<file path="src/rtl/reg_to_mem_pkg.sv">
// Shared encodings for the store path. The store-size codes match the load-extract
// encoding, so a single decoder convention covers both directions.
package reg_to_mem_pkg;

   typedef enum logic [1:0] {
      SZ_WORD  = 2'd0,
      SZ_BYTE  = 2'd1,
      SZ_HALF  = 2'd2,
      SZ_UNDEF = 2'd3
   } size_e;

   localparam int BE_W = 4;

endpackage

</file>
<file path="src/rtl/reg_to_mem_store_align.sv">
// Combinational lane steering for stores: moves the register value into its byte
// lanes, builds byte enables and flags addresses that the access size cannot reach.
module store_align
   import reg_to_mem_pkg::*;
#(
   parameter int DATA_BITS = 32
) (
   input  logic [DATA_BITS-1:0] addr,
   input  logic [DATA_BITS-1:0] data,
   input  logic [1:0]           size,
   output logic [DATA_BITS-3:0] word_addr,
   output logic [DATA_BITS-1:0] wdata,
   output logic [BE_W-1:0]      be,
   output logic                 misalign
);

   always_comb begin
      word_addr = addr[DATA_BITS-1:2];
      wdata     = '0;
      be        = '0;
      misalign  = 1'b0;
      case (size)
         SZ_WORD: begin
            wdata    = data;
            be       = '1;
            misalign = (addr[1:0] != 2'b00);
         end
         SZ_BYTE: begin
            wdata = DATA_BITS'(data[7:0]) << {addr[1:0], 3'b000};
            be    = BE_W'(1) << addr[1:0];
         end
         SZ_HALF: begin
            wdata    = DATA_BITS'(data[15:0]) << {addr[1], 4'b0000};
            be       = addr[1] ? 4'b1100 : 4'b0011;
            misalign = addr[0];
         end
         default: misalign = 1'b1;
      endcase
   end

endmodule

</file>
<file path="src/rtl/reg_to_mem.sv">
// Store path from the register file to data memory: aligns each store, then queues
// it in a two-entry FIFO that drives a valid/ready write port.
module reg_to_mem
   import reg_to_mem_pkg::*;
#(
   parameter int DATA_BITS = 32,
   parameter int DEPTH     = 2
) (
   input  logic                 clk,
   input  logic                 rst,
   input  logic                 req_valid,
   output logic                 req_ready,
   input  logic [DATA_BITS-1:0] req_addr,
   input  logic [DATA_BITS-1:0] req_data,
   input  logic [1:0]           req_size,
   output logic                 mem_valid,
   input  logic                 mem_ready,
   output logic [DATA_BITS-1:0] mem_addr,
   output logic [DATA_BITS-1:0] mem_wdata,
   output logic [BE_W-1:0]      mem_be,
   output logic                 misalign,
   output logic [1:0]           count
);

   logic [DATA_BITS-3:0] word_addr_p0;
   logic [DATA_BITS-1:0] wdata_p0;
   logic [BE_W-1:0]      be_p0;
   logic                 mis_p0;

   logic [DATA_BITS-3:0] ent_addr_p1  [DEPTH];
   logic [DATA_BITS-1:0] ent_wdata_p1 [DEPTH];
   logic [BE_W-1:0]      ent_be_p1    [DEPTH];

   logic       wr_ptr;
   logic       rd_ptr;
   logic [1:0] count_q;
   logic       misalign_p1;
   logic       accept;
   logic       push;
   logic       pop;

   // Stage p0: alignment happens before enqueue, so entries hold write-ready beats.
   store_align #(.DATA_BITS(DATA_BITS)) u_align (
      .addr      (req_addr),
      .data      (req_data),
      .size      (req_size),
      .word_addr (word_addr_p0),
      .wdata     (wdata_p0),
      .be        (be_p0),
      .misalign  (mis_p0)
   );

   // Ready comes from occupancy alone, so a full buffer stalls even when memory drains.
   assign req_ready = (count_q != 2'(DEPTH));
   assign accept    = req_valid && req_ready;
   assign push      = accept && !mis_p0;
   assign pop       = mem_valid && mem_ready;

   always_ff @(posedge clk or posedge rst) begin
      if (rst) begin
         wr_ptr      <= 1'b0;
         rd_ptr      <= 1'b0;
         count_q     <= 2'd0;
         misalign_p1 <= 1'b0;
      end else begin
         misalign_p1 <= accept && mis_p0;
         if (push) wr_ptr <= ~wr_ptr;
         if (pop)  rd_ptr <= ~rd_ptr;
         case ({push, pop})
            2'b10:   count_q <= count_q + 2'd1;
            2'b01:   count_q <= count_q - 2'd1;
            default: count_q <= count_q;
         endcase
      end
   end

   // Stage p1: storage is unreset; an empty buffer masks it through mem_valid.
   always_ff @(posedge clk) begin
      if (push) begin
         ent_addr_p1[wr_ptr]  <= word_addr_p0;
         ent_wdata_p1[wr_ptr] <= wdata_p0;
         ent_be_p1[wr_ptr]    <= be_p0;
      end
   end

   assign mem_valid = (count_q != 2'd0);
   assign mem_addr  = {ent_addr_p1[rd_ptr], 2'b00};
   assign mem_wdata = ent_wdata_p1[rd_ptr];
   assign mem_be    = ent_be_p1[rd_ptr];
   assign misalign  = misalign_p1;
   assign count     = count_q;

   a_no_overflow: assert property (@(posedge clk) disable iff (rst)
      !(push && count_q == 2'(DEPTH)));
   a_no_underflow: assert property (@(posedge clk) disable iff (rst)
      !(pop && count_q == 2'd0));

endmodule

</file>
<file path="config.mk">
export PLATFORM = sky130hd
export DESIGN_NAME = reg_to_mem
export DESIGN_NICKNAME = d
export VERILOG_FILES = /design/src/rtl/reg_to_mem_pkg.sv /design/src/rtl/reg_to_mem_store_align.sv /design/src/rtl/reg_to_mem.sv
export SDC_FILE = /design/constraint.sdc
export NUM_CORES = 1
export LEC_CHECK = 0
export BUFFER_PORTS_ARGS = -buffer_cell sky130_fd_sc_hd__buf_2
export CORE_MARGIN = 3
export CORE_UTILIZATION = 47
export DETAILED_ROUTE_END_ITERATION = 8
export PLACE_DENSITY = 0.76
export SETUP_SLACK_MARGIN = 0.4
export SLEW_MARGIN = 20
export SYNTH_ARGS = -nofsm -noshare
export SYNTH_HDL_FRONTEND = slang
export SYNTH_SLANG_ARGS = --single-unit
</file>
<file path="constraint.sdc">
create_clock -name clk -period 6.2 [get_ports clk]
set_input_delay 1.86 -clock clk [delete_from_list [all_inputs] [get_ports clk]]
set_output_delay 1.86 -clock clk [all_outputs]
set_load 0.01 [all_outputs]
</file>
### Yosys cells after proc, flatten, opt, wreduce, memory -nomap -nowiden

Memories as Yosys holds them, arrays and structs flattened.
Index checks and enable logic that the tools add are counted.

* word-level logic and storage cells: 35
* bits in writable memories: 132
* memories kept: 3
* flip-flop bits (word level): 5
* output and inout port bits: 73

* shifts and indexed selects: 3
* $add $sub $neg: 2
* muxes and demuxes: 7
* equality and inequality tests: 5
* reductions and logical operators: 9
* bitwise gates (word level): 2

Memories
* ent_wdata_p1: words 2, width 32, rd ports 1, clocked after memory_dff 0, wr ports 1, line reg_to_mem.sv:31 `logic [DATA_BITS-1:0] ent_wdata_p1 [DEPTH];`
* ent_addr_p1: words 2, width 30, rd ports 1, clocked after memory_dff 0, wr ports 1, line reg_to_mem.sv:30 `logic [DATA_BITS-3:0] ent_addr_p1 [DEPTH];`
* ent_be_p1: words 2, width 4, rd ports 1, clocked after memory_dff 0, wr ports 1, line reg_to_mem.sv:32 `logic [BE_W-1:0] ent_be_p1 [DEPTH];`

Operators with widths (number)
* case mux 32 bit (3 select lines): 1
* << shifter 16 x 5 -> 32 bit: 1
* << shifter 8 x 5 -> 32 bit: 1
* case mux 4 bit (3 select lines): 1
* nonzero test 2 bit: 3
* == test 2 x 1 -> 1 bit (second input constant): 2
* == test 2 bit (second input constant): 2
* logical AND 1 bit: 4
* 2-to-1 mux 4 bit: 1
* case mux 2 bit (2 select lines): 1
* << shifter 1 x 2 -> 4 bit (first input constant): 1
* case mux 1 bit (3 select lines): 1
* adder 2 x 1 -> 2 bit (second input constant): 1
* logical NOT 2 bit: 1
* 2-to-1 mux 1 bit: 2
* != test 2 bit (second input constant): 1
* NOT 1 bit: 2
* subtractor 2 x 1 -> 2 bit (second input constant): 1
* logical NOT 1 bit: 1

### Longest topological paths before layout

* depth in word-level cells: 6
* mapped depth: 8

### Hierarchy

A second synthesis with hierarchy kept.

* cell total of the unflattened synthesis: 333
* area total of the unflattened synthesis: 5841.9 sq um

Modules (own cells, without submodules)
* reg_to_mem: area an instance 5127.4 sq um, times used 1, cells an instance 229
* store_align: area an instance 714.4 sq um, times used 1, cells an instance 104

### Worst setup path after synthesis

No wires, ideal clock.

* path kind: input-to-reg
* start: in req_addr[1]
* end: mem ent_addr_p1[1][0] (netlist name), enable pin
* arrival time: 7.265 ns
* path buffers: 1
* path slack: -1.649 ns
* stages on the path: 4
* library setup time: 0.585 ns
* cell sequence: buf_4 > nor2b_1 > o31a_1 > nor3b_1

* longest elaborated chain between the ends: 6

RTL lines
* from (decl): line reg_to_mem.sv:13 `input logic [DATA_BITS-1:0] req_addr,`
* nonzero test 2 bit: line reg_to_mem_store_align.sv:26 `misalign = (addr[1:0] != 2'b00);`
* case mux 1 bit (3 select lines): line reg_to_mem_store_align.sv:22 `case (size)`
* logical NOT 1 bit: line reg_to_mem.sv:56 `assign push = accept && !mis_p0;`
* logical AND 1 bit: line reg_to_mem.sv:56
* 2-to-1 mux 1 bit: line reg_to_mem.sv:79 `if (push) begin`
* 2-to-1 mux 1 bit (implied by the code): line reg_to_mem.sv:80 `ent_addr_p1[wr_ptr] <= word_addr_p0;`
* to (decl): line reg_to_mem.sv:30

No other way between the ends.

### Final worst setup path

* start: reg rd_ptr
* end: out mem_wdata[20]

* longest elaborated chain between the ends: 1

RTL lines
* from (decl): line reg_to_mem.sv:35 `logic rd_ptr;`
* from (signal assigned): line reg_to_mem.sv:68 `if (pop) rd_ptr <= ~rd_ptr;`
* memory read (2 x 32 bit)
* to (decl): line reg_to_mem.sv:19 `output logic [DATA_BITS-1:0] mem_wdata,`

No other way between the ends.

==> reports/results.ini <==
[sta]
slew_headroom_pct=34.6
finalHoldViolCount=0
finalMaxSlewViolations=0
post-route-period-util_pct=67.3
setup_viol=0
layout_min_cycle_time_ns=4.17
holdWs_ns=0.505
finalSetupTns_ns=0
tightest_slew_ns=0.981
max_freq_mhz=240
fin_skew_ns=0.00487
rsz0062_at_grt=no

[power]
intPower_uw=2060
power_frac_clock_pct=32.7
p_sw_share_pct=26.5
p_seq_share_pct=42.7
p_total_uw=2800
p_leak_uw=0.00264
powerDensity_mw_per_mm2=404
peakVddDrop_mv=0.210
power_frac_comb_pct=24.6
p_switching_uw=740

[synth]
synthArstFlopShare_pct=3.65
synth_ff_type=edfxtp_1
synth.most_common_cell=edfxtp_1
syn_inst=295
synth_area_leaders=edfxtp_1, mux2_2, a22o_1
postSynthRegisterBits=137
syn_area_mm2=0.00552
yosysTopAreaCellShare_pct=71.8
ys_warn_count=0
seq_area_frac_synth_pct=74.1
ys_top_cells_by_count=edfxtp_1, mux2_2, a22o_1, and2_1, buf_2
avgSynthCellArea_um2=18.7
ys_types=36
synth_edf_count=132
synth_top_area_cell=edfxtp_1

[floorplanning]
initial_utilization_pct=49.4
design.core.area_mm2=0.0112
die_h_um=114
fp-row-count=38
die_area_mm2=0.0131
die_x_um=114
ios=143

[cts]
numClockSinks=137
path_clk_slew_ns=0.05
hold_buffers=0
clk-insertion-delay-late_ns=0.40
ctsLongestPathBuffers=2
cts_tree=yes
ctsResizeCount=0
root_buffer=clkbuf_16
htree_levels=4
post_cts_buffers=0
cts_inserted_buffers=17

[route]
drc=0
drtAntennaViolNets=0
drt_iter0_drc=262
wirelength_um=11000
firstDrtPassIters=4
via_per_inst=5.26
wl_per_cell_um=18.4
vias=3136

[setup_path]
start_kind=flop
crit_type=reg -> out
crit_buf_inv=2
critPathMaxFanout=40
slowest_stage=dfrtp_2
critPathMaxStageDelay_ns=0.77
r2r_cells=5
arrival_ns=2.31
end_kind=output pin
cpLargestDelayFamily=flip-flops
crit_chain=buf_4 > mux2_2 > buf_2
cp_data_required_time_ns=4.34
critical_path_cell_count=3

[global_route]
grt_max_degree=67
gr-total-overflow=0
grt_pass1_wl_um=16700
antenna_found_initial=0
grt_pass1_vias=3167
track_usage_pct=17.3

[final_layout]
area_delta_synth_final_pct=25.4
drive_above_1_share_pct=53.7
nFillCells=830
fin_util_pct=61.9
antenna_cells=0
layout.nets=516

[placement]
gp_congestion=0.767
place_hpwl_um=7450
io_buffer_count=140

[job]
drv_cap=0

[worst_hold_path]
hold_path_depth=1
hold_path.class=reg -> reg

[status]
status=completed

-- area by class of cell --
class	instances	area [µm²]	share of cell area, %
Clock inverter	11	108	1.56
Timing Repair Buffer	145	758	11.0
Sequential cell	137	4090	59.1
Inverter	1	3.75	0.0542
Clock buffer	19	433	6.26
Multi-Input combinational cell	143	1350	19.5
Tap cell	140	175	2.53
-- flip-flops by register name (all words and copies together) (netlist names) --
name          cells
ent_be_p1         8
wr_ptr            1
misalign          1
ent_wdata_p1     64
rd_ptr            1
ent_addr_p1      60
count             2
-- power groups by stage --
| stage | combinational, µW | sequential (µW) | clock (µW) |
|---|---|---|---|
| after CTS | 698 | 1200 | 931 |
| after global placement | 687 | 1210 | 0 |
| after floorplan | 474 | 1180 | 0 |
| after detailed placement | 695 | 1220 | 0 |
| after global routing | 750 | 1210 | 971 |
| final | 689 | 1190 | 913 |
-- per-stage QoR --
step | setup WS (ns) | cells | area [µm²]
floorplan | 0.502 | 296 | 5530
global placement | 2.10 | 565 | 6350
detailed placement | 2.00 | 565 | 6350
CTS | 1.96 | 595 | 6890
global route | 1.86 | 596 | 6920
finish | 2.03 | 596 | 6920
-- worst paths after layout --
check | start | to | slack, ns
setup / recovery | rd_ptr$_DFFE_PP0P_ | mem_wdata[20] | 2.03
hold / removal | count[1]$_DFFE_PP0P_ | count[1]$_DFFE_PP0P_ | 0.51
setup reg to reg | count[0]$_DFFE_PP0P_ | ent_addr_p1[0][20]$_DFFE_PP_ | 4.08
hold reg to reg | count[1]$_DFFE_PP0P_ | count[1]$_DFFE_PP0P_ | 0.51
max in group asynchronous | rst | rd_ptr$_DFFE_PP0P_ | 4.67
min in group asynchronous | rst | wr_ptr$_DFFE_PP0P_ | 1.34
-- worst register-to-register path: cells and delay by family (launching register included) --
kind                   cells  cell delay (ns)
and+or+nand+nor            3             0.85
buffers and inverters      2             0.53
DFF                        1             0.42
-- layout by cell type, fill, tap and decap left out, drive strengths merged --
cell and instances:
mux2 66, nor3b 3, a22o 16, inv 1
xor2 2, bufinv 2, nand2 2, o31a 1
o21a 2, and3 1, nand2b 2, a21oi 1
and2 17, xnor2 2, or3 1, nor2 4
nand3b 1, or2 4, clkbuf 19, clkinv 8
edfxtp 132, o211ai 1, and4b 1, nor2b 2
a221o 8, buf 145, o22ai 1, ha 1
o311ai 1, clkinvlp 1, a21bo 1, dfrtp 5
conb 2
-- cells by family (layout without fill, tap and decap cells) --
logic type	after synthesis	count (layout)	share of synthesized area [%]
adder cells (fa/ha/maj)	1	1	0.227
flip-flops	137	137	74.1
AND/OR/NAND/NOR	38	38	4.58
XOR/XNOR	4	4	0.635
other	1	2	0.0679
buffers and inverters	16	176	1.84
AO/OA/AOI/OAI	32	32	5.10
multiplexers	66	66	13.5
-- per-layer routing --
| layer | up-vias | global-route usage, % | wire length, µm |
|---|---|---|---|
| li1 | 1470 | - | - |
| met1 | 1527 | 22.2 | 4590 |
| met2 | 128 | 27.6 | 5400 |
| met3 | 11 | 6.18 | 870 |
| met4 | 0 | 5.38 | 112 |
| met5 | - | 0 | 0 |
(Power assumes the default switching activity.)
